==> src/rtl/zcd_pkg.sv <==
// Shared types and defaults for the ZCD frame controller.
package zcd_pkg;

    typedef enum logic [1:0] {
        ST_IDLE    = 2'd0,
        ST_HUNT    = 2'd1,
        ST_PAYLOAD = 2'd2,
        ST_PARITY  = 2'd3
    } zcd_frame_state_t;

    localparam logic [3:0] ZCD_PREAMBLE     = 4'b0101;
    localparam int         ZCD_PAYLOAD_BITS = 8;
    localparam int         ZCD_TIMEOUT_CYC  = 64;

endpackage

==> src/rtl/zcd_frame_ctrl_if.sv <==
// Frame output handshake between the frame controller and its consumer.
// valid/ready: a frame transfers on every cycle where frame_valid and
// frame_ready are both high; frame_data holds steady while frame_valid is
// high, and frame_valid never drops without a completed transfer.
interface zcd_frame_ctrl_if
    import zcd_pkg::*;
#(
    parameter int PAYLOAD_BITS = ZCD_PAYLOAD_BITS
);
    logic [PAYLOAD_BITS-1:0] frame_data;
    logic                    frame_valid;
    logic                    frame_ready;

    modport master (output frame_data, output frame_valid, input frame_ready);
    modport slave  (input frame_data, input frame_valid, output frame_ready);
endinterface

==> src/rtl/zcd_preamble_match.sv <==
// 4-bit sliding preamble window. The hit output compares the stored window
// extended by the incoming bit, so the caller sees the match in the same
// cycle the completing bit arrives.
module zcd_preamble_match
    import zcd_pkg::*;
#(
    parameter logic [3:0] PATTERN = ZCD_PREAMBLE
) (
    input  logic clk,
    input  logic rst,
    input  logic shift,
    input  logic clear,
    input  logic bit_in,
    output logic hit
);
    logic [3:0] window;
    logic [3:0] window_next;

    assign window_next = {window[2:0], bit_in};
    assign hit         = shift && !clear && (window_next == PATTERN);

    // Window register: clear wins over shift, new bit enters the LSB.
    always_ff @(posedge clk or posedge rst) begin
        if (rst) begin
            window <= 4'd0;
        end else if (clear) begin
            window <= 4'd0;
        end else if (shift) begin
            window <= window_next;
        end
    end
endmodule

==> src/rtl/zcd_frame_ctrl.sv <==
// Frame controller for the pulse-interval decoder: hunts for a preamble,
// collects payload plus even parity, and hands the frame to a consumer.
module zcd_frame_ctrl
    import zcd_pkg::*;
#(
    parameter int         PAYLOAD_BITS = ZCD_PAYLOAD_BITS,
    parameter int         TIMEOUT_CYC  = ZCD_TIMEOUT_CYC,
    parameter logic [3:0] PREAMBLE     = ZCD_PREAMBLE
) (
    input  logic             sclk_3mhz,
    input  logic             reset,
    input  logic             enable,
    input  logic             bit_valid,
    input  logic             bit_value,
    input  logic             bit_err,
    output logic             decode_en,
    output logic             busy,
    output logic             parity_err,
    output logic             timeout_err,
    output logic             overrun_err,
    output zcd_frame_state_t state,
    zcd_frame_ctrl_if.master frame
);
    localparam int CNT_W  = $clog2(PAYLOAD_BITS + 1);
    localparam int IDLE_W = $clog2(TIMEOUT_CYC);
    localparam logic [CNT_W-1:0]  LAST_BIT = CNT_W'(PAYLOAD_BITS - 1);
    localparam logic [IDLE_W-1:0] IDLE_MAX = IDLE_W'(TIMEOUT_CYC - 1);

    zcd_frame_state_t        state_q, state_d;
    logic [CNT_W-1:0]        bit_cnt_q, bit_cnt_d;
    logic [IDLE_W-1:0]       idle_cnt_q, idle_cnt_d;
    logic [PAYLOAD_BITS-1:0] payload_q, payload_d;
    logic                    pre_shift, pre_clear, pre_hit;
    logic                    parity_d, timeout_d, overrun_d, frame_load;
    logic                    parity_ok, timed_out;

    zcd_preamble_match #(.PATTERN(PREAMBLE)) u_match (
        .clk    (sclk_3mhz),
        .rst    (reset),
        .shift  (pre_shift),
        .clear  (pre_clear),
        .bit_in (bit_value),
        .hit    (pre_hit)
    );

    assign parity_ok = ~((^payload_q) ^ bit_value);
    assign timed_out = (idle_cnt_q == IDLE_MAX) && !bit_valid;
    assign state     = state_q;

    // Next-state, counter and pulse decode; enable low overrides everything.
    always_comb begin
        state_d    = state_q;
        bit_cnt_d  = bit_cnt_q;
        idle_cnt_d = idle_cnt_q;
        payload_d  = payload_q;
        pre_shift  = 1'b0;
        pre_clear  = 1'b0;
        parity_d   = 1'b0;
        timeout_d  = 1'b0;
        overrun_d  = 1'b0;
        frame_load = 1'b0;
        if (!enable) begin
            state_d    = ST_IDLE;
            pre_clear  = 1'b1;
            bit_cnt_d  = '0;
            idle_cnt_d = '0;
        end else begin
            case (state_q)
                ST_IDLE: begin
                    pre_clear = 1'b1;
                    state_d   = ST_HUNT;
                end
                ST_HUNT: begin
                    if (bit_err) begin
                        pre_clear = 1'b1;
                    end else if (bit_valid) begin
                        pre_shift = 1'b1;
                        if (pre_hit) begin
                            state_d    = ST_PAYLOAD;
                            bit_cnt_d  = '0;
                            idle_cnt_d = '0;
                        end
                    end
                end
                ST_PAYLOAD, ST_PARITY: begin
                    if (bit_err) begin
                        state_d    = ST_HUNT;
                        pre_clear  = 1'b1;
                        idle_cnt_d = '0;
                    end else if (bit_valid) begin
                        idle_cnt_d = '0;
                        if (state_q == ST_PAYLOAD) begin
                            payload_d = PAYLOAD_BITS'({payload_q, bit_value});
                            bit_cnt_d = bit_cnt_q + 1'b1;
                            if (bit_cnt_q == LAST_BIT) state_d = ST_PARITY;
                        end else begin
                            state_d   = ST_HUNT;
                            pre_clear = 1'b1;
                            if (!parity_ok) begin
                                parity_d = 1'b1;
                            end else if (!frame.frame_valid || frame.frame_ready) begin
                                frame_load = 1'b1;
                            end else begin
                                overrun_d = 1'b1;
                            end
                        end
                    end else if (timed_out) begin
                        timeout_d  = 1'b1;
                        state_d    = ST_HUNT;
                        pre_clear  = 1'b1;
                        idle_cnt_d = '0;
                    end else begin
                        idle_cnt_d = idle_cnt_q + 1'b1;
                    end
                end
                default: state_d = ST_IDLE;
            endcase
        end
    end

    // FSM state register.
    always_ff @(posedge sclk_3mhz or posedge reset) begin
        if (reset) state_q <= ST_IDLE;
        else       state_q <= state_d;
    end

    // Counters, payload, output stage and registered status/pulse outputs.
    always_ff @(posedge sclk_3mhz or posedge reset) begin
        if (reset) begin
            bit_cnt_q         <= '0;
            idle_cnt_q        <= '0;
            payload_q         <= '0;
            frame.frame_data  <= '0;
            frame.frame_valid <= 1'b0;
            decode_en         <= 1'b0;
            busy              <= 1'b0;
            parity_err        <= 1'b0;
            timeout_err       <= 1'b0;
            overrun_err       <= 1'b0;
        end else begin
            bit_cnt_q   <= bit_cnt_d;
            idle_cnt_q  <= idle_cnt_d;
            payload_q   <= payload_d;
            decode_en   <= (state_d != ST_IDLE);
            busy        <= (state_d == ST_PAYLOAD) || (state_d == ST_PARITY);
            parity_err  <= parity_d;
            timeout_err <= timeout_d;
            overrun_err <= overrun_d;
            if (frame_load) begin
                frame.frame_data  <= payload_q;
                frame.frame_valid <= 1'b1;
            end else if (frame.frame_valid && frame.frame_ready) begin
                frame.frame_valid <= 1'b0;
            end
        end
    end
endmodule

==> src/flat_wrapper.sv <==
// flat-port wrapper written by rule: the top's interface ports become plain ports
module zcd_frame_ctrl_flat import zcd_pkg::*;
#(
    parameter int         PAYLOAD_BITS = ZCD_PAYLOAD_BITS,
    parameter int         TIMEOUT_CYC  = ZCD_TIMEOUT_CYC,
    parameter logic [3:0] PREAMBLE     = ZCD_PREAMBLE
)
  (sclk_3mhz, reset, enable, bit_valid, bit_value, bit_err, decode_en, busy, parity_err, timeout_err, overrun_err, state, frame_frame_data, frame_frame_valid, frame_frame_ready);
  zcd_frame_ctrl_if #(.PAYLOAD_BITS(PAYLOAD_BITS)) frame_i ();
  input  logic sclk_3mhz;
  input  logic reset;
  input  logic enable;
  input  logic bit_valid;
  input  logic bit_value;
  input  logic bit_err;
  output logic decode_en;
  output logic busy;
  output logic parity_err;
  output logic timeout_err;
  output logic overrun_err;
  output zcd_frame_state_t state;
  output wire logic [$bits(frame_i.frame_data)-1:0] frame_frame_data;
  output wire logic [$bits(frame_i.frame_valid)-1:0] frame_frame_valid;
  input wire logic [$bits(frame_i.frame_ready)-1:0] frame_frame_ready;
  assign frame_frame_data = frame_i.frame_data;
  assign frame_frame_valid = frame_i.frame_valid;
  assign frame_i.frame_ready = frame_frame_ready;
  zcd_frame_ctrl #(.PAYLOAD_BITS(PAYLOAD_BITS), .TIMEOUT_CYC(TIMEOUT_CYC), .PREAMBLE(PREAMBLE)) u_core (.sclk_3mhz(sclk_3mhz), .reset(reset), .enable(enable), .bit_valid(bit_valid), .bit_value(bit_value), .bit_err(bit_err), .decode_en(decode_en), .busy(busy), .parity_err(parity_err), .timeout_err(timeout_err), .overrun_err(overrun_err), .state(state), .frame(frame_i));
endmodule
==> config.mk <==
export PLATFORM = sky130hd
export DESIGN_NAME = zcd_frame_ctrl_flat
export DESIGN_NICKNAME = d
export VERILOG_FILES = /design/src/rtl/zcd_pkg.sv /design/src/rtl/zcd_frame_ctrl_if.sv /design/src/rtl/zcd_preamble_match.sv /design/src/rtl/zcd_frame_ctrl.sv /design/src/flat_wrapper.sv
export SDC_FILE = /design/constraint.sdc
export NUM_CORES = 1
export LEC_CHECK = 0
export CORE_ASPECT_RATIO = 1.25
export CORE_MARGIN = 2
export CORE_UTILIZATION = 54
export CTS_CLUSTER_DIAMETER = 30
export DETAILED_ROUTE_END_ITERATION = 7
export GPL_ROUTABILITY_DRIVEN = 1
export GPL_TIMING_DRIVEN = 0
export PLACE_DENSITY = 0.84
export SLEW_MARGIN = 20
export SYNTH_ARGS = -nofsm -noshare
export SYNTH_HDL_FRONTEND = slang
export SYNTH_HIERARCHICAL = 1
export SYNTH_SLANG_ARGS = --single-unit
==> constraint.sdc <==
create_clock -name sclk_3mhz -period 2.7 [get_ports sclk_3mhz]
set_input_delay 0.54 -clock sclk_3mhz [delete_from_list [all_inputs] [get_ports sclk_3mhz]]
set_output_delay 0.54 -clock sclk_3mhz [all_outputs]
set_load 0.02 [all_outputs]
==> summary.md, run 1 <==
| Metric | Value |
|---|---|
| Placed Cells | `208` |
| Outcome | `complete, no violations` |
| CP delay by family, top | `simple AND/OR/NAND/NOR gates` |
| Main synth FF type | `dfrtp_1` |
| Worst R2R Start | `u_core/idle_cnt_q[0]` |
| Seq cells post-synth | `37` |
| Initial antenna violation count | `0` |
| Buf/Inv on CP | `1` |
| Hold Vio Cnt, Final | `0` |
| DR WL/cell | `roughly 16 um` |
| Worst path slowest cell | `dfrtp_1` |
| Post-DRT Antenna Nets | `0` |
| Highest Clock Rate | `about 0.39 GHz` |
| Drt first pass iters | `4` |
| Post-route insts no fill | `221` |
| # port buffers | `21` |
| Worst VDD drop | `between 0.0004 and 0.0005 V` |
| Register area share after synthesis | `52.3%` |
| TritonCTS clock tree | `yes` |
| Setup TNS | `0 ns` |
| DIE WIDTH | `~55 um` |
| Endpoint class of the critical path | `flip-flop` |
| Starting Density | `between 50 and 60%` |
| Ports | `23` |
| DRC | `0` |
| P&R area growth vs syn | `26.4%` |
| Post-placement cell area | `2030 um2` |
| Post-DR vias/cell | `5.81` |
| Final Slew Violations | `0` |
| Row count | `23` |
| First-pass GRT wire length | `around 6000 um` |
| Most frequent cells in the layout | `37 x dfrtp_1, 21 x clkdlybuf4s50_1, 16 x mux2_2` |
| Fin crit period | `around 2.6 ns` |
| Sink count of the clock tree | `37` |
| Synth Area in XOR/XNOR | `under 10%` |
| Total CTS buffers | `5` |
| Commonest non-fill, non-tap cell in the layout | `dfrtp_1` |
| Power density over the cells | `a little under 500 nW/um2` |
| Syn nets | `~160` |
| Synth warn | `6` |
| Chip height | `about 68 um` |
| H-tree levels | `2` |
| Asr flop ratio synth | `100%` |
| Syn Inst Count | `150` |
| Static Leak | `0.998 nW` |
| CTS max path bufs | `2` |
| Tcrit/Tclk final | `between 90 and 100%` |
| Syn Area/Cell | `11.8 um2` |
| Drt total wl | `roughly 3500 um` |
| Largest net degree at the start of global routing | `35` |
| EDFF count, synth | `0` |
| Min-delay worst type | `in -> async` |
| Main combinational cell family by area after synthesis | `simple AND/OR/NAND/NOR gates` |
| Grt ovf | `0` |
| Worst-Margin Slew | `a little under 0.8 ns` |
| Root Buffer | `clkbuf_8` |
| Via Count | `roughly 1,300` |
| Clk_lat worst skew | `0.29 ns` |
| Detail Placement HPWL | `2480 um` |
| CP required | `slightly below 3 ns` |
| Layout Nets | `192` |
| Synth Area in Adders | `about 1.4%` |
| Final setup viols | `0` |
| Multiplexer share of the synthesized area | `a little over an eighth` |
| Reg2reg path depth | `11` |
| Tot Pwr | `1.10 mW` |
| First DRT Iteration DRCs | `19` |
| CP Cell Sequence | `ha_1 > and3_4 > nand3_4 > o21a_1 > o221ai_4 > nand4bb_1 > nor3b_2 > and3b_2 > buf_4 > a21o_1 > a311oi_1` |
| Core area | `around 3200 um2` |
| Crit path kind | `reg -> reg` |
| Post-Synth Simple-Gate Area | `about 16%` |
| Clk_skew | `about 0.0077 ns` |
| Startpoint types | `flip-flop` |
| Worst Setup SP | `u_core/idle_cnt_q[0]` |
| Share of cells above drive strength 1 | `between 20% and 30%` |
| Synth Area in Compound Gates | `9.96%` |
| Cts hold-fix bufs | `0` |
| Gr usage total | `between 20% and 30%` |
| Vias in the first global route | `~1,300` |
| Unique masters post-synth | `38` |
| GPL Wtd Cong | `~0.8` |
| Slew Limit Headroom | `47.3%` |
| Inserted Diodes | `0` |
| Area of the die | `about 3800 um2` |
| Post-route cell area | `between 2000 and 2500 um2` |
| Crit-path max FO | `7` |
| Clock transition at path regs | `around 0.07 ns` |
| Synth Cell Area | `approximately 1800 um2` |
| Critical path's largest stage delay | `around 0.40 ns` |
| WP data arrival | `between 2 and 3 ns` |
| Max Cap Viol | `0` |
| Cell count along the critical path | `11` |
==> routing by layer <==
metal / up-vias / share of wire [%] / track usage, %
li1: 609 / - / -
met1: 642 / 40 / 24.3
met2: 29 / 54 / 37.4
met3: 5 / 4.0 / 6.43
met4: 0 / 1.5 / 9.15
met5: - / 0 / 0
==> metrics by stage <==
| step | hold slack [ns] | utilization, % | worst slack [ns] |
|---|---|---|---|
| detailed placement | 0.493 | 64.0 | -0.364 |
| finish | 0.473 | 70.7 | 0.138 |
| floorplan | 0.294 | - | 0.279 |
| CTS | 0.473 | 69.0 | 0.00878 |
| global placement | 0.486 | 64.0 | -0.259 |
| global route | 0.471 | 70.7 | -0.0243 |
==> repair_timing <==
item | 4_1_cts | 5_1_grt
resized for setup | 8 | 4
buffers inserted | 0 | 5
gates cloned | 0 | 0
pin swaps | 3 | 4
endpoints found under the setup margin | 8 | 7
==> power breakdown <==
part           internal [mW]  total, mW  switching, mW
registers              0.556      0.558        0.00248
logic                 0.0219     0.0542         0.0322
clock network          0.301      0.488          0.187
total                  0.878       1.10          0.221
==> synth_stat cells, drive strengths merged (2+ instances only) <==
master	number	share of area, %
a21oi	3	0.85
xnor2	2	0.99
inv	7	1.5
and3	3	1.1
nand3	8	2.3
mux2i	4	3.0
nor2b	5	1.8
nor2	8	1.7
nor3	2	0.57
xor2	2	0.99
nand2	8	1.7
nand2b	2	0.71
mux2	16	10
a311oi	2	0.99
dfrtp	37	52
o21ai	11	3.1
buf	2	0.57
nand4bb	2	1.3
xnor3	2	2.7
a32o	2	1.1
a31oi	5	1.8
ha	2	1.4
==> kinds of logic (layout without fill, tap and decap cells) <==
logic type / after synthesis / after routing
AND/OR/NAND/NOR: 47 / 47
flip-flops: 37 / 37
AO/OA/AOI/OAI: 28 / 28
multiplexers: 20 / 20
buffers and inverters: 10 / 44
XOR/XNOR: 6 / 6
adder cells (fa/ha/maj): 2 / 2
==> registers in the layout, summed over array words and instances (netlist names) <==
name	count
u_core/payload_q	8
u_core/u_match/window	3
u_core/state	2
u_core/decode_en	1
u_core/bit_cnt_q	4
u_core/frame.frame_valid	1
u_core/busy	1
u_core/frame.frame_data	8
u_core/idle_cnt_q	6
u_core/parity_err	1
u_core/timeout_err	1
u_core/overrun_err	1
==> worst paths after layout <==
kind	endpoint	slack [ns]
max	u_core/bit_cnt_q[2]	0.14
min	u_core/u_match/window[1]	0.47
max reg2reg	u_core/bit_cnt_q[2]	0.14
min reg2reg	u_core/frame.frame_data[5]	0.51
max in group asynchronous	u_core/idle_cnt_q[3]	1.54
min in group sclk_3mhz	u_core/frame.frame_data[5]	0.51
==> final cells by class <==
class / count / area, um2
fill: 236 / 928
sequential: 37 / 926
multi-input combinational: 103 / 861
timing repair buffer: 26 / 248
clock buffer: 7 / 86.3
tap: 37 / 46.3
clock inverter: 1 / 30.0
inverter: 7 / 26.3
buffer: 3 / 13.8
No activity file was read; power rests on OpenSTA's default activity.
==> run 2, diff against run 1 <==
--- a/config.mk
+++ b/config.mk
@@ -14,2 +14,3 @@
 export GPL_TIMING_DRIVEN = 0
+export HOLD_SLACK_MARGIN = 0.03
 export PLACE_DENSITY = 0.84
==> constraint.sdc (replaced) <==
create_clock -name sclk_3mhz -period 2.7 [get_ports sclk_3mhz]
set_input_delay 0.27 -clock sclk_3mhz [delete_from_list [all_inputs] [get_ports sclk_3mhz]]
set_output_delay 0.27 -clock sclk_3mhz [all_outputs]
set_load 0.02 [all_outputs]
==> summary.md, run 2 (synthesis gave the netlist of run 1 again) <==
| Metric | Value |
|---|---|
| Share of cells above drive strength 1 | `24.7% (-0.27 points)` |
| Sink count of the clock tree | `37 (unchanged)` |
| Max layer used | `met4` |
| Row count | `23 (unchanged)` |
| Crit-path max FO | `7 (unchanged)` |
| Min-delay worst type | `in -> async` |
| Gr usage total | `21.1% (-0.17 points)` |
| Endpoint class of the critical path | `flip-flop` |
| Met3 wire length | `159 um (+12%)` |
| Placed Cells | `208 (unchanged)` |
| DIE WIDTH | `55.2 um (unchanged)` |
| Clk_lat worst skew | `0.29 ns (about the same)` |
| Post-route cell area | `2230 um2 (-0.39%)` |
| Initial antenna violation count | `0 (unchanged)` |
| # fillers | `239 (+1.3%)` |
| Final setup viols | `0 (unchanged)` |
| Drt total wl | `3540 um (+0.40%)` |
| GPL Wtd Cong | `0.807 (unchanged)` |
| Post-DR vias/cell | `5.92 (+1.8%)` |
| Startpoint types | `flip-flop` |
| Vias in the first global route | `1,290 (unchanged)` |
| Most frequent cells in the layout | `37 x dfrtp_1, 21 x clkdlybuf4s50_1, 16 x mux2_2` |
| P&R area growth vs syn | `25.9%` |
| Power density over the cells | `494 nW/um2 (+0.44%)` |
| Total CTS buffers | `5 (unchanged)` |
| Commonest non-fill, non-tap cell in the layout | `dfrtp_1` |
| H-tree levels | `2 (unchanged)` |
| Worst hold slack | `0.202 ns (-0.271 ns)` |
| Cts hold-fix bufs | `0 (unchanged)` |
| Worst VDD drop | `0.000443 V (+6.9%)` |
| Post-DRT Antenna Nets | `0 (unchanged)` |
| Detail Placement HPWL | `2480 um (unchanged)` |
| Reg-to-Reg End | `u_core/bit_cnt_q[2]` |
| Met2 routed WL | `1920 um (+0.68%)` |
| Hold Vio Cnt, Final | `0 (unchanged)` |
| Outcome | `complete, no violations` |
| Layout Nets | `190 (-1.0%)` |
| Starting Density | `55.9% (unchanged)` |
| DR WL/cell | `16.1 um (+1.3%)` |
| Area of the die | `3760 um2 (unchanged)` |
| Worst R2R Start | `u_core/idle_cnt_q[0]` |
| Clk_skew | `0.00808 ns (+0.000414 ns)` |
| CTS max path bufs | `2 (unchanged)` |
| Worst-Margin Slew | `0.755 ns (-0.0293 ns)` |
| TritonCTS clock tree | `yes` |
| Tcrit/Tclk final | `95.2% (+0.32 points)` |
| Final Slew Violations | `0 (unchanged)` |
| Met1 Routed Length | `1390 um (-2.2%)` |
| Post-placement cell area | `2030 um2 (unchanged)` |
| Post-route insts no fill | `219 (-0.90%)` |
| CP required | `2.89 ns (about the same)` |
| Slew Limit Headroom | `49.3% (+2.0 points)` |
| Chip height | `68.0 um (unchanged)` |
| Crit path kind | `reg -> reg` |
| Tot Pwr | `1.10 mW (about the same)` |
| Core area | `3170 um2 (unchanged)` |
| Worst Setup EP | `u_core/bit_cnt_q[2]` |
| First-pass GRT wire length | `5950 um (-0.82%)` |
| Root Buffer | `clkbuf_8` |
| Max Cap Viol | `0 (unchanged)` |
| Regs by FF count | `u_core/frame.frame_data: 8 flops, u_core/payload_q: 8 flops, u_core/idle_cnt_q: 6 flops` |
| WP data arrival | `2.76 ns (about the same)` |
| Grt ovf | `0 (unchanged)` |
| Ports | `23 (unchanged)` |
| Largest net degree at the start of global routing | `35 (unchanged)` |
| Clock transition at path regs | `0.07 ns (about the same)` |
| First DRT Iteration DRCs | `25 (+6)` |
| Highest Clock Rate | `0.389 GHz (-0.33%)` |
| Inserted Diodes | `0 (unchanged)` |
| Static Leak | `0.984 nW (-1.5%)` |
| Fin crit period | `2.57 ns (+0.00854 ns)` |
| Reg2reg path depth | `11 (unchanged)` |
| Worst Setup SP | `u_core/idle_cnt_q[0]` |
| Drt first pass iters | `4 (unchanged)` |
| # port buffers | `21 (unchanged)` |
| Worst reg2reg setup slack | `0.13 ns (about the same)` |
| Via Count | `1,296 (+0.86%)` |
| DRC | `0 (unchanged)` |
## run 2: critical path: stages, from the launching register on
cell	delay [ns]
dfrtp_1	0.40
ha_2	0.22
and3_4	0.24
nand3_4	0.12
o21a_1	0.23
o221ai_4	0.20
nand4bb_1	0.19
nor3b_2	0.08
and3b_2	0.23
buf_4	0.14
a21o_1	0.14
a311oi_1	0.28
## run 2: stage by stage
stage	worst slack [ns]	TNS (ns)	utilization, %
after floorplan	0.279	0	-
after global placement	-0.137	-0.585	64.0
after detailed placement	-0.332	-1.70	64.0
after CTS	0.000789	0	68.7
after global routing	-0.0124	-0.0124	70.4
final	0.130	0	70.4
## run 2: repair_timing
action / in CTS / in global routing
gates cloned: 0 / 0
setup buffers: 0 / 3
setup endpoints to repair: 8 / 7
pin swaps: 3 / 3
gates resized for setup: 6 / 7
## run 2: how the worst min path moves through the flow
stage,startpoint,endpoint,slack (ns),depth (start not counted)
6_report,reset,u_core/u_match/window[1],0.20,2
5_1_grt,reset,u_core/u_match/window[1],0.20,2
4_1_cts,reset,u_core/u_match/window[1],0.20,2
3_5_place_dp,u_core/frame.frame_data[5],u_core/frame.frame_data[5],0.49,1
3_3_place_gp,reset,u_core/u_match/window[1],0.47,2
2_1_floorplan,reset,u_core/u_match/window[0],0.02,1
## run 2: power by group
group	total, mW	switching (mW)	internal [mW]
Sequential	0.558	0.00258	0.556
Combinational	0.0525	0.0319	0.0206
Clock	0.490	0.189	0.301
## run 2: metal layers
metal	vias up	global-route usage (%)
met1	640	23.9
met3	8	6.43
met2	38	37.2
met5	-	0
li1	610	-
met4	0	9.15
## run 2: area by class of cell
cell class	count	area, um2	share of cell area, %
Inverter	7	26.3	1.18
Buffer	3	13.8	0.618
Sequential cell	37	926	41.5
Multi-Input combinational cell	103	867	38.9
Clock buffer	7	86.3	3.87
Tap cell	37	46.3	2.08
Timing Repair Buffer	24	233	10.4
Clock inverter	1	30.0	1.35
